$ cat config.mk
export PLATFORM = sky130hd
export DESIGN_NAME = ga_palette_regs
export DESIGN_NICKNAME = d
export VERILOG_FILES = /design/src/rtl/ga_palette_regs.sv
export SDC_FILE = /design/constraint.sdc
export NUM_CORES = 1
export LEC_CHECK = 0
export BUFFER_PORTS_ARGS = -buffer_cell sky130_fd_sc_hd__buf_2
export CORE_ASPECT_RATIO = 0.9
export CORE_UTILIZATION = 30
export CTS_CLUSTER_SIZE = 12
export DETAILED_ROUTE_END_ITERATION = 12
export HOLD_SLACK_MARGIN = 0.03
export PLACE_DENSITY = 0.58
export SLEW_MARGIN = 20
export SYNTH_ARGS = -nofsm -noshare
export SYNTH_HDL_FRONTEND = slang
export SYNTH_SLANG_ARGS = --single-unit
$ cat constraint.sdc
create_clock -name CLK_n -period 2.49 [get_ports CLK_n]
set_input_delay 0.3735 -clock CLK_n [delete_from_list [all_inputs] [get_ports CLK_n]]
set_output_delay 0.3735 -clock CLK_n [all_outputs]
set_load 0.05 [all_outputs]
$ cat src/rtl/ga_palette_regs.sv
// ga_palette_regs: gate-array I/O register bank with pen/border/palette, mode, ROM enables and HSYNC-deferred commit
module ga_palette_regs #(
  parameter int         PENS       = 16,
  parameter int         COLOUR_W   = 5,
  parameter logic [4:0] BORDER_RST = 5'h10,
  parameter bit         EXT_CTRL   = 1'b0
) (
  input  logic                     CLK_n,
  input  logic                     RESET,
  input  logic                     M1_n,
  input  logic                     A14,
  input  logic                     A15,
  input  logic                     IORQ_n,
  input  logic                     S0,
  input  logic                     S7,
  input  logic [7:0]               D,
  input  logic                     HSYNC,
  output logic [COLOUR_W-1:0]      BORDER,
  output logic [PENS*COLOUR_W-1:0] INK,
  output logic [1:0]               MODE,
  output logic                     HROMEN,
  output logic                     LROMEN,
  output logic                     IRQ_RESET,
  output logic                     PAL_PENDING
);
  localparam int PEN_W = PENS > 1 ? $clog2(PENS) : 1;
  localparam logic [3:0] LAST = 4'(PENS - 1);
  logic sel, sel_d, wr, hsync_d, hs_rise, bsel, autoinc, defer, pen_ok, cwr, unused;
  logic [3:0] pen;
  logic [PEN_W-1:0] pen_i;
  logic [1:0] mode_pend;
  logic [COLOUR_W-1:0] colour;
  logic [COLOUR_W-1:0] live [PENS];
  logic [COLOUR_W-1:0] shadow [PENS];
  logic [PENS-1:0] dirty, dirty_n;
  always_comb begin
    sel = M1_n & A14 & ~A15 & ~IORQ_n & S0 & S7;
    wr = sel & ~sel_d;
    hs_rise = HSYNC & ~hsync_d;
    colour = D[COLOUR_W-1:0];
    pen_ok = pen <= LAST;
    pen_i = pen[PEN_W-1:0];
    cwr = wr && D[7:6] == 2'b01 && !bsel;
    IRQ_RESET = wr && !RESET && D[7:6] == 2'b10 && D[4];
    unused = D[5];
    dirty_n = hs_rise ? '0 : dirty;
    if (cwr && pen_ok) dirty_n[pen_i] = defer;
  end
  // pen is kept 4 bits wide so out-of-range selects can be detected and ignored
  always_ff @(posedge CLK_n) begin
    sel_d <= sel;
    if (RESET) begin
      BORDER <= BORDER_RST[COLOUR_W-1:0];
      for (int n = 0; n < PENS; n++) begin
        live[n] <= '0;
        shadow[n] <= '0;
      end
      dirty <= '0;
      PAL_PENDING <= 1'b0;
      MODE <= 2'd0;
      mode_pend <= 2'd0;
      HROMEN <= 1'b0;
      LROMEN <= 1'b0;
      pen <= 4'd0;
      bsel <= 1'b0;
      autoinc <= 1'b0;
      defer <= 1'b0;
      hsync_d <= 1'b0;
    end else begin
      hsync_d <= HSYNC;
      dirty <= dirty_n;
      PAL_PENDING <= |dirty_n;
      if (hs_rise) MODE <= mode_pend;
      for (int n = 0; n < PENS; n++)
        if (hs_rise && dirty[n]) live[n] <= shadow[n];
      if (cwr && pen_ok) begin
        shadow[pen_i] <= colour;
        if (!defer) live[pen_i] <= colour;
      end
      if (cwr && autoinc) pen <= pen >= LAST ? 4'd0 : pen + 4'd1;
      if (wr && D[7:6] == 2'b00) begin
        bsel <= D[4];
        pen <= D[3:0];
      end
      if (wr && D[7:6] == 2'b01 && bsel) BORDER <= colour;
      if (wr && D[7:6] == 2'b10) begin
        mode_pend <= D[1:0];
        LROMEN <= D[2];
        HROMEN <= D[3];
      end
      if (EXT_CTRL && wr && D[7:6] == 2'b11) begin
        autoinc <= D[0];
        defer <= D[1];
      end
    end
  end
  for (genvar i = 0; i < PENS; i++) begin : g_ink
    assign INK[i*COLOUR_W +: COLOUR_W] = live[i];
  end
endmodule

==> results.ini, run 1 <==
[die]
start_util=0.3054
die_w_um=170.6
core_area_sq_um=25120
die_area_sq_um=26210
ios=108
die_h_um=153.7
fp-row-count=55

[synthesis]
ys.flop_type=edfxtp_1
synth_xor_area_frac=0
ys_async_sr_fraction=0
yosys_register_bits=195
yosys_warnings=0
synth_area_per_cell_sq_um=12.45
synth_top_family_by_area=simple AND/OR/NAND/NOR gates
ys_seq_area_frac=0.6785
synth_compound_area_frac=0.07682
syn_inst=616
syn_area_sq_um=7671
ys_types=48
yosys.area_share.simple=0.1696
synthMuxAreaShare=0.04975
synth-edff-count=130
synth_adder_area_share=0
synth_fp_nets=633

[cells_and_area]
final_net_count=736
mostFrequentLayoutCells=edfxtp_1 (130), buf_2 (105), nor2_1 (66), dfxtp_1 (65), nand2_1 (56)
syn2layout_area_growth_pct=20.00
final_common_cell=edfxtp_1
drive_gt1_frac=0.2295

[power_and_ir_drop]
ir_drop_uv=312.4
p_total_mw=6.678
leakagePower_nw=4.018
power.density_nw_per_um2=725.5

[timing]
final_hold_viol_count=0
fin_crit_ns=2.322
max_freq_ghz=0.4306
relSlewSlack=0.5770
setup_tns_ns=0
finClkSkew_ns=0.01134
drv_slew=0
rsz0062_at_grt=no
finalSetupViolations=0
finalCritPeriodShare=0.9326
worstMarginPinSlew_ns=0.6296

[routing]
drtAntennaViolNets=0
wl_per_cell_um=16.07
drt_iter0_markers=294
drt-pass1-iter-count=9
vias_per_cell=4.549
vias=4890
routed_wl_mm=17.28
drcViolationCount=4

[status]
failed_checks=DRC
status=finished with violations

[place]
post-dp-hpwl_mm=11.71
gp_congestion=0.7427
portBuffers=106

[grt]
grt_usage=0.1369
antenna_found_initial=2
grt_overflow=0
first_global_vias=4574
grt_pass1_wl_mm=26.84
grt_max_degree=33

[critical_path]
crit_type=flop to output port
endpoint_kind=output port
critical_path.startpoint_type=flop
crit_path_max_fanout=5
cp_data_arrival_time_ns=1.95
r2r_slack_ns=0.40
worstPathRequired_ns=2.12

[clocking]
h-tree-depth=4
clockBufferDepth=2
clk_latency_ns=0.43
cts_hold_buf=0
cts_root_buffer=clkbuf_16
numCtsBuffers=17
clkSinkCount=195
tritoncts=done
clkSlewWorstSetupHoldPaths_ns=0.07

[flow_run]
cap_viol_max_count=0

[worst_hold_path]
hold_path_class=input pin to flop

==> state kept, by name, indices dropped and copies added (netlist names) <==
register,count
BORDER,5
HROMEN,1
LROMEN,1
MODE,2
PAL_PENDING,1
bsel,1
dirty,16
hsync_d,1
live,80
mode_pend,2
pen,4
sel_d,1
shadow,80
==> cells in the mapped netlist, types with 2 or more instances <==
library cell / n / area, sq um
nor2b_1: 5 / 31.28
nand4_1: 7 / 43.79
nor3b_1: 2 / 15.01
dfxtp_1: 65 / 1301
nor2_1: 66 / 247.7
or3_1: 5 / 31.28
nand3b_1: 3 / 22.52
buf_1: 2 / 7.510
and4bb_2: 2 / 25.02
nand2b_1: 8 / 50.05
buf_2: 4 / 20.02
a211o_1: 2 / 17.52
a21o_1: 45 / 337.8
nand2_1: 56 / 210.2
clkbuf_1: 30 / 112.6
nor4_1: 5 / 31.28
inv_1: 11 / 41.29
or3b_2: 3 / 26.28
mux2i_1: 37 / 370.4
nand3_1: 2 / 10.01
and3_1: 12 / 75.07
and2_1: 40 / 250.2
nor4bb_1: 2 / 20.02
and3b_1: 2 / 17.52
nor3_1: 17 / 85.08
or2_2: 3 / 18.77
a21oi_1: 26 / 130.1
o21ai_0: 5 / 25.02
edfxtp_1: 130 / 3904
==> cell families after synthesis <==
family / count (synthesis)
and+or+nand+nor: 247
muxes: 38
DFF: 195
buffers and inverters: 49
AOI/OAI and AO/OA: 87
==> critical path, cell delays in order (launching register included) <==
cell      delay (ns)
dfxtp_1         0.31
and3b_1         0.33
nand2_1         0.15
nor3b_2         0.22
nor2b_1         0.24
clkbuf_4        0.27
==> repair_timing <==
| action | CTS | global route |
|---|---|---|
| resized for setup | 0 | 1 |
| buffers inserted | 0 | 0 |
| hold endpoints to repair | 0 | 0 |
| setup endpoints to repair | 0 | 1 |
==> through the flow <==
step / area (sq um) / instances / utilization / worst slack, ns / hold WS [ns]
2_1_floorplan: 7671 / 616 / - / 0.09800 / 0.4252
3_3_place_gp: 8597 / 1042 / 0.3423 / 0.1748 / 0.4440
3_5_place_dp: 8597 / 1042 / 0.3423 / 0.1609 / 0.4479
4_1_cts: 9200 / 1074 / 0.3663 / 0.08010 / 0.1782
5_1_grt: 9203 / 1074 / 0.3664 / 0.006474 / 0.1963
6_report: 9205 / 1075 / 0.3665 / 0.1678 / 0.1983
==> layer usage <==
layer / vias to the layer above / GRT usage / share of wire
met5: - / 0 / 0.00098
met4: 2 / 0.03346 / 0.0071
met3: 10 / 0.03732 / 0.050
met2: 110 / 0.2078 / 0.45
met1: 2347 / 0.1926 / 0.49
li1: 2421 / - / -
==> where the power goes <==
part	total [mW]	internal (mW)	switching, mW
combinational	0.375	0.0621	0.313
clock	2.77	1.51	1.26
sequential	3.53	3.51	0.0216
total	6.68	5.08	1.60
==> final timing paths <==
check        depth (start not counted)                      start                      to
max                                  5              sel_d$_DFF_P_               IRQ_RESET
min                                  2                         S0           sel_d$_DFF_P_
max reg2reg                          5          bsel$_SDFFE_PP0P_  PAL_PENDING$_SDFF_PP0_
min reg2reg                          2  mode_pend[0]$_SDFFE_PP0P_    MODE[0]$_SDFFE_PP0P_
==> area by class of cell <==
class / count / area (sq um)
clock inverters: 15 / 177.7
multi-input cells: 372 / 2272
flip-flops and latches: 195 / 5205
fillers: 2505 / 15910
well taps: 342 / 427.9
diodes: 1 / 2.502
inverters: 11 / 41.29
clock buffers: 17 / 425.4
repair buffers: 122 / 653.1
(Power assumes the default switching activity.)
==> run 2: changes to the inputs <==
Settings changed: CTS_BUF_LIST set to sky130_fd_sc_hd__clkbuf_8.
==> run 2 against run 1 <==
Effect of this change: the flow still finishes with violations (DRC); final cell count did not move; fmax rose by 1.6%; sequential power barely moved; total power fell by 10%; via count fell by 0.78%; register-to-register slack barely moved; count of clock-buffer cells in the layout did not move.
==> results.ini, run 2 (synthesis gave the netlist of run 1 again) <==
[status]
status=finished with violations
failed_checks=DRC

[power_and_ir_drop]
ir_drop_uv=285.6
leakagePower_nw=3.931
power.density_nw_per_um2=667.1

[grt]
grt_usage=0.1369
antenna_found_initial=2
grt_overflow=0
grt_max_degree=33
first_global_vias=4560
grt_pass1_wl_mm=26.91

[place]
post-dp-hpwl_mm=11.71
dp_cells=1042
place_area_sq_um=8597
portBuffers=106
gp_congestion=0.7427
place_ws_ns=0.1609

[critical_path]
worstPathRequired_ns=2.12
cp_data_arrival_time_ns=1.91
critical_path.startpoint_type=flop
endpoint_kind=output port
path_buf_inv=1
critical_path.top_delay_family=simple AND/OR/NAND/NOR gates
crit_slowest_cell=dfxtp_1
crit_path_max_incr_delay_ns=0.32
crit_path_max_fanout=5
crit_chain=and3b_2 -> nand2_1 -> nor3b_2 -> nor2b_1 -> clkbuf_4
crit_type=flop to output port

[flow_run]
cap_viol_max_count=0

[timing]
worstMarginPinSlew_ns=0.6480
setup_slack_ns=0.2042
fin_crit_ns=2.286
drv_slew=0
max_freq_ghz=0.4375
hold_slack_ns=0.1669
final_hold_viol_count=0
finalCritPeriodShare=0.9180
setup_tns_ns=0
rsz0062_at_grt=no
finalSetupViolations=0
finClkSkew_ns=0.01740
relSlewSlack=0.5647

[cells_and_area]
final_common_cell=edfxtp_1
fin_cells=1075
syn2layout_area_growth_pct=17.52
fin_area_sq_um=9015
mostFrequentLayoutCells=edfxtp_1 (130), buf_2 (105), nor2_1 (66), dfxtp_1 (65), nand2_1 (56)
final_net_count=736
drive_gt1_frac=0.2309
largestRegisters=live: 80 flops, shadow: 80 flops, dirty: 16 flops

[routing]
routed_wl_mm=17.32
vias_per_cell=4.513
wl_per_cell_um=16.11
drcViolationCount=4
drt-pass1-iter-count=8
drtAntennaViolNets=0
drt_iter0_markers=299
vias=4852

[clocking]
clk_latency_ns=0.46
cts_hold_buf=0
tritoncts=done
clkSlewWorstSetupHoldPaths_ns=0.10
numCtsBuffers=17
cts_root_buffer=clkbuf_8
h-tree-depth=4
clockBufferDepth=2
cts_resized=0
post_cts_buffers=0
clkSinkCount=195

[die]
die_area_sq_um=26210
die_w_um=170.6
ios=108
fp-row-count=55
die_h_um=153.7
start_util=0.3054
core_area_sq_um=25120

[worst_hold_path]
hold_path_class=input pin to flop

[run 2: worst paths after layout]
path	from	end	slack [ns]	depth (start not counted)
setup / recovery	sel_d$_DFF_P_	IRQ_RESET	0.20	5
hold / removal	S0	sel_d$_DFF_P_	0.17	2
hold reg to reg	mode_pend[0]$_SDFFE_PP0P_	MODE[0]$_SDFFE_PP0P_	0.46	2
setup reg to reg	bsel$_SDFFE_PP0P_	PAL_PENDING$_SDFF_PP0_	0.41	5
[run 2: per-layer routing]
layer	GRT usage	share of wire	up-vias
met2	0.2068	0.45	113
met5	0	0.00098	-
met1	0.1939	0.48	2319
li1	-	-	2414
met3	0.03887	0.059	4
met4	0.02960	0.0028	2
[run 2: area by class of cell]
class	count	area (sq um)
Antenna cell	1	2.502
Tap cell	342	427.9
Inverter	11	41.29
Clock buffer	17	234.0
Sequential cell	195	5205
Clock inverter	15	177.7
Multi-Input combinational cell	372	2273
Timing Repair Buffer	122	653.1
Fill cell	2529	16100
[run 2: power breakdown]
group          internal (mW)  leakage [nW]  switching, mW
logic                 0.0623          1.86          0.313
clock network          0.922         0.197           1.19
registers               3.51          1.87         0.0216
[run 2: through the flow]
step | power (mW) | util
2_1_floorplan | 3.866 | -
3_3_place_gp | 3.979 | 0.3423
3_5_place_dp | 3.981 | 0.3423
4_1_cts | 6.066 | 0.3587
5_1_grt | 6.234 | 0.3588
6_report | 6.014 | 0.3589
==> run 3: changes to the inputs <==
Settings changed: CTS_CLUSTER_DIAMETER set to 30, RECOVER_POWER set to 25.
==> run 3 against run 2 <==
Effect of this change: the run still ends with DRC left; final cell count is the same; critical path depth stayed put; sequential share of layout area is 0.78 points higher; flip-flop and latch count did not move; first-iteration DRC count increased by 0.67%; largest power group unchanged; highest routed layer unchanged.
==> results.ini, run 3 (synthesis gave the netlist of run 1 again) <==
[grt]
antenna_found_initial=2
grt_max_degree=33
grt_overflow=0
first_global_vias=4560
grt_usage=0.1369
grt_pass1_wl_mm=26.91

[power_and_ir_drop]
leakagePower_nw=3.618
p_int_mw=4.478
switching_power_mw=1.532
comb_power_share=0.060
ir_drop_uv=284.5
clkPwrFrac=0.353
seqPwrFrac=0.587
power.density_nw_per_um2=675.7
swShare=0.2550

[timing]
worstMarginPinSlew_ns=1.184
final_hold_viol_count=0
finalSetupViolations=0
setup_tns_ns=0
finClkSkew_ns=0.01528
max_freq_ghz=0.4298
drv_slew=0
hold_slack_ns=0.1641
relSlewSlack=0.2106
fin_crit_ns=2.327
finalCritPeriodShare=0.9344
rsz0062_at_grt=no

[routing]
drtAntennaViolNets=0
drcViolationCount=4
routed_wl_mm=17.34
drt_iter0_markers=301
drt-pass1-iter-count=8
vias=4866
wl_per_cell_um=16.13
vias_per_cell=4.527

[worst_hold_path]
hold_depth=2
hold_path_class=input pin to flop

[cells_and_area]
fin_area_sq_um=8895
drive_gt1_frac=0.1038
mostFrequentLayoutCells=edfxtp_1 (130), clkbuf_1 (92), nor2_1 (66), dfxtp_1 (65), nand2_1 (56)
syn2layout_area_growth_pct=15.95
final_net_count=736
largestRegisters=live: 80 flops, shadow: 80 flops, dirty: 16 flops
final_common_cell=edfxtp_1

[place]
post-dp-hpwl_mm=11.71
place_area_sq_um=8597
portBuffers=106
gp_congestion=0.7427

[die]
die_area_sq_um=26210
die_w_um=170.6
ios=108
core_area_sq_um=25120
fp-row-count=55
start_util=0.3054
die_h_um=153.7

[critical_path]
critical_path.startpoint_type=flop
crit_path_max_fanout=5
endpoint_kind=output port
rr_worst_depth=5
crit_type=flop to output port
worstPathRequired_ns=2.12
cp_data_arrival_time_ns=1.95

[clocking]
numCtsBuffers=17
clockBufferDepth=2
post_cts_buffers=0
clkSlewWorstSetupHoldPaths_ns=0.10
h-tree-depth=4
clk_latency_ns=0.47
cts_root_buffer=clkbuf_8
tritoncts=done
clkSinkCount=195

[status]
failed_checks=DRC
status=finished with violations

[flow_run]
cap_viol_max_count=0

[run 3: repair_timing]
item | in CTS | in global routing
endpoints found under the setup margin | 0 | 1
resized for setup | 0 | 2
hold endpoints to repair | 0 | 0
hold buffers | 0 | 0
[run 3: power by group through the flow]
stage               registers [mW]  logic (mW)  clock network [mW]
finish                        3.53       0.361                2.12
global route                  3.54       0.386                2.30
CTS                           3.53       0.379                2.16
detailed placement            3.60       0.379                   0
global placement              3.60       0.376                   0
floorplan                     3.76       0.103                   0
[run 3: worst max-delay path, stage by stage, from the launching register on]
cell and delay [ns]:
dfxtp_1 0.32, and3b_2 0.30, nand2_1 0.12, nor3b_2 0.23, nor2b_1 0.25, clkbuf_4 0.28
[run 3: cell type report]
| type | count | area [sq um] |
|---|---|---|
| tap | 342 | 427.9 |
| sequential | 195 | 5205 |
| fill | 2575 | 16220 |
| timing repair buffer | 122 | 533.0 |
| multi-input combinational | 372 | 2273 |
| inverter | 11 | 41.29 |
| clock inverter | 15 | 177.7 |
| clock buffer | 17 | 234.0 |
| antenna | 1 | 2.502 |
[run 3: worst paths after layout]
kind,slack [ns],startpoint,to
max,0.16,sel_d$_DFF_P_,IRQ_RESET
min,0.16,S0,sel_d$_DFF_P_
max reg2reg,0.41,bsel$_SDFFE_PP0P_,PAL_PENDING$_SDFF_PP0_
min reg2reg,0.46,mode_pend[0]$_SDFFE_PP0P_,MODE[0]$_SDFFE_PP0P_
[run 3: metal layers]
metal,share of wire,up-vias,GRT usage,wire (um)
li1,-,2414,-,-
met3,0.066,9,0.03887,1142
met5,0.00098,-,0,17
met2,0.45,138,0.2068,7773
met4,0.0059,2,0.02960,102
met1,0.48,2303,0.1939,8301
[run 3: stage by stage]
step,util,power (mW),worst slack (ns),instances
5_1_grt,0.3540,6.222,0.02548,1074
6_report,0.3541,6.010,0.1634,1075
3_5_place_dp,0.3423,3.981,0.1609,1042
4_1_cts,0.3587,6.066,0.02703,1074
2_1_floorplan,-,3.866,0.09800,616
3_3_place_gp,0.3423,3.979,0.1748,1042
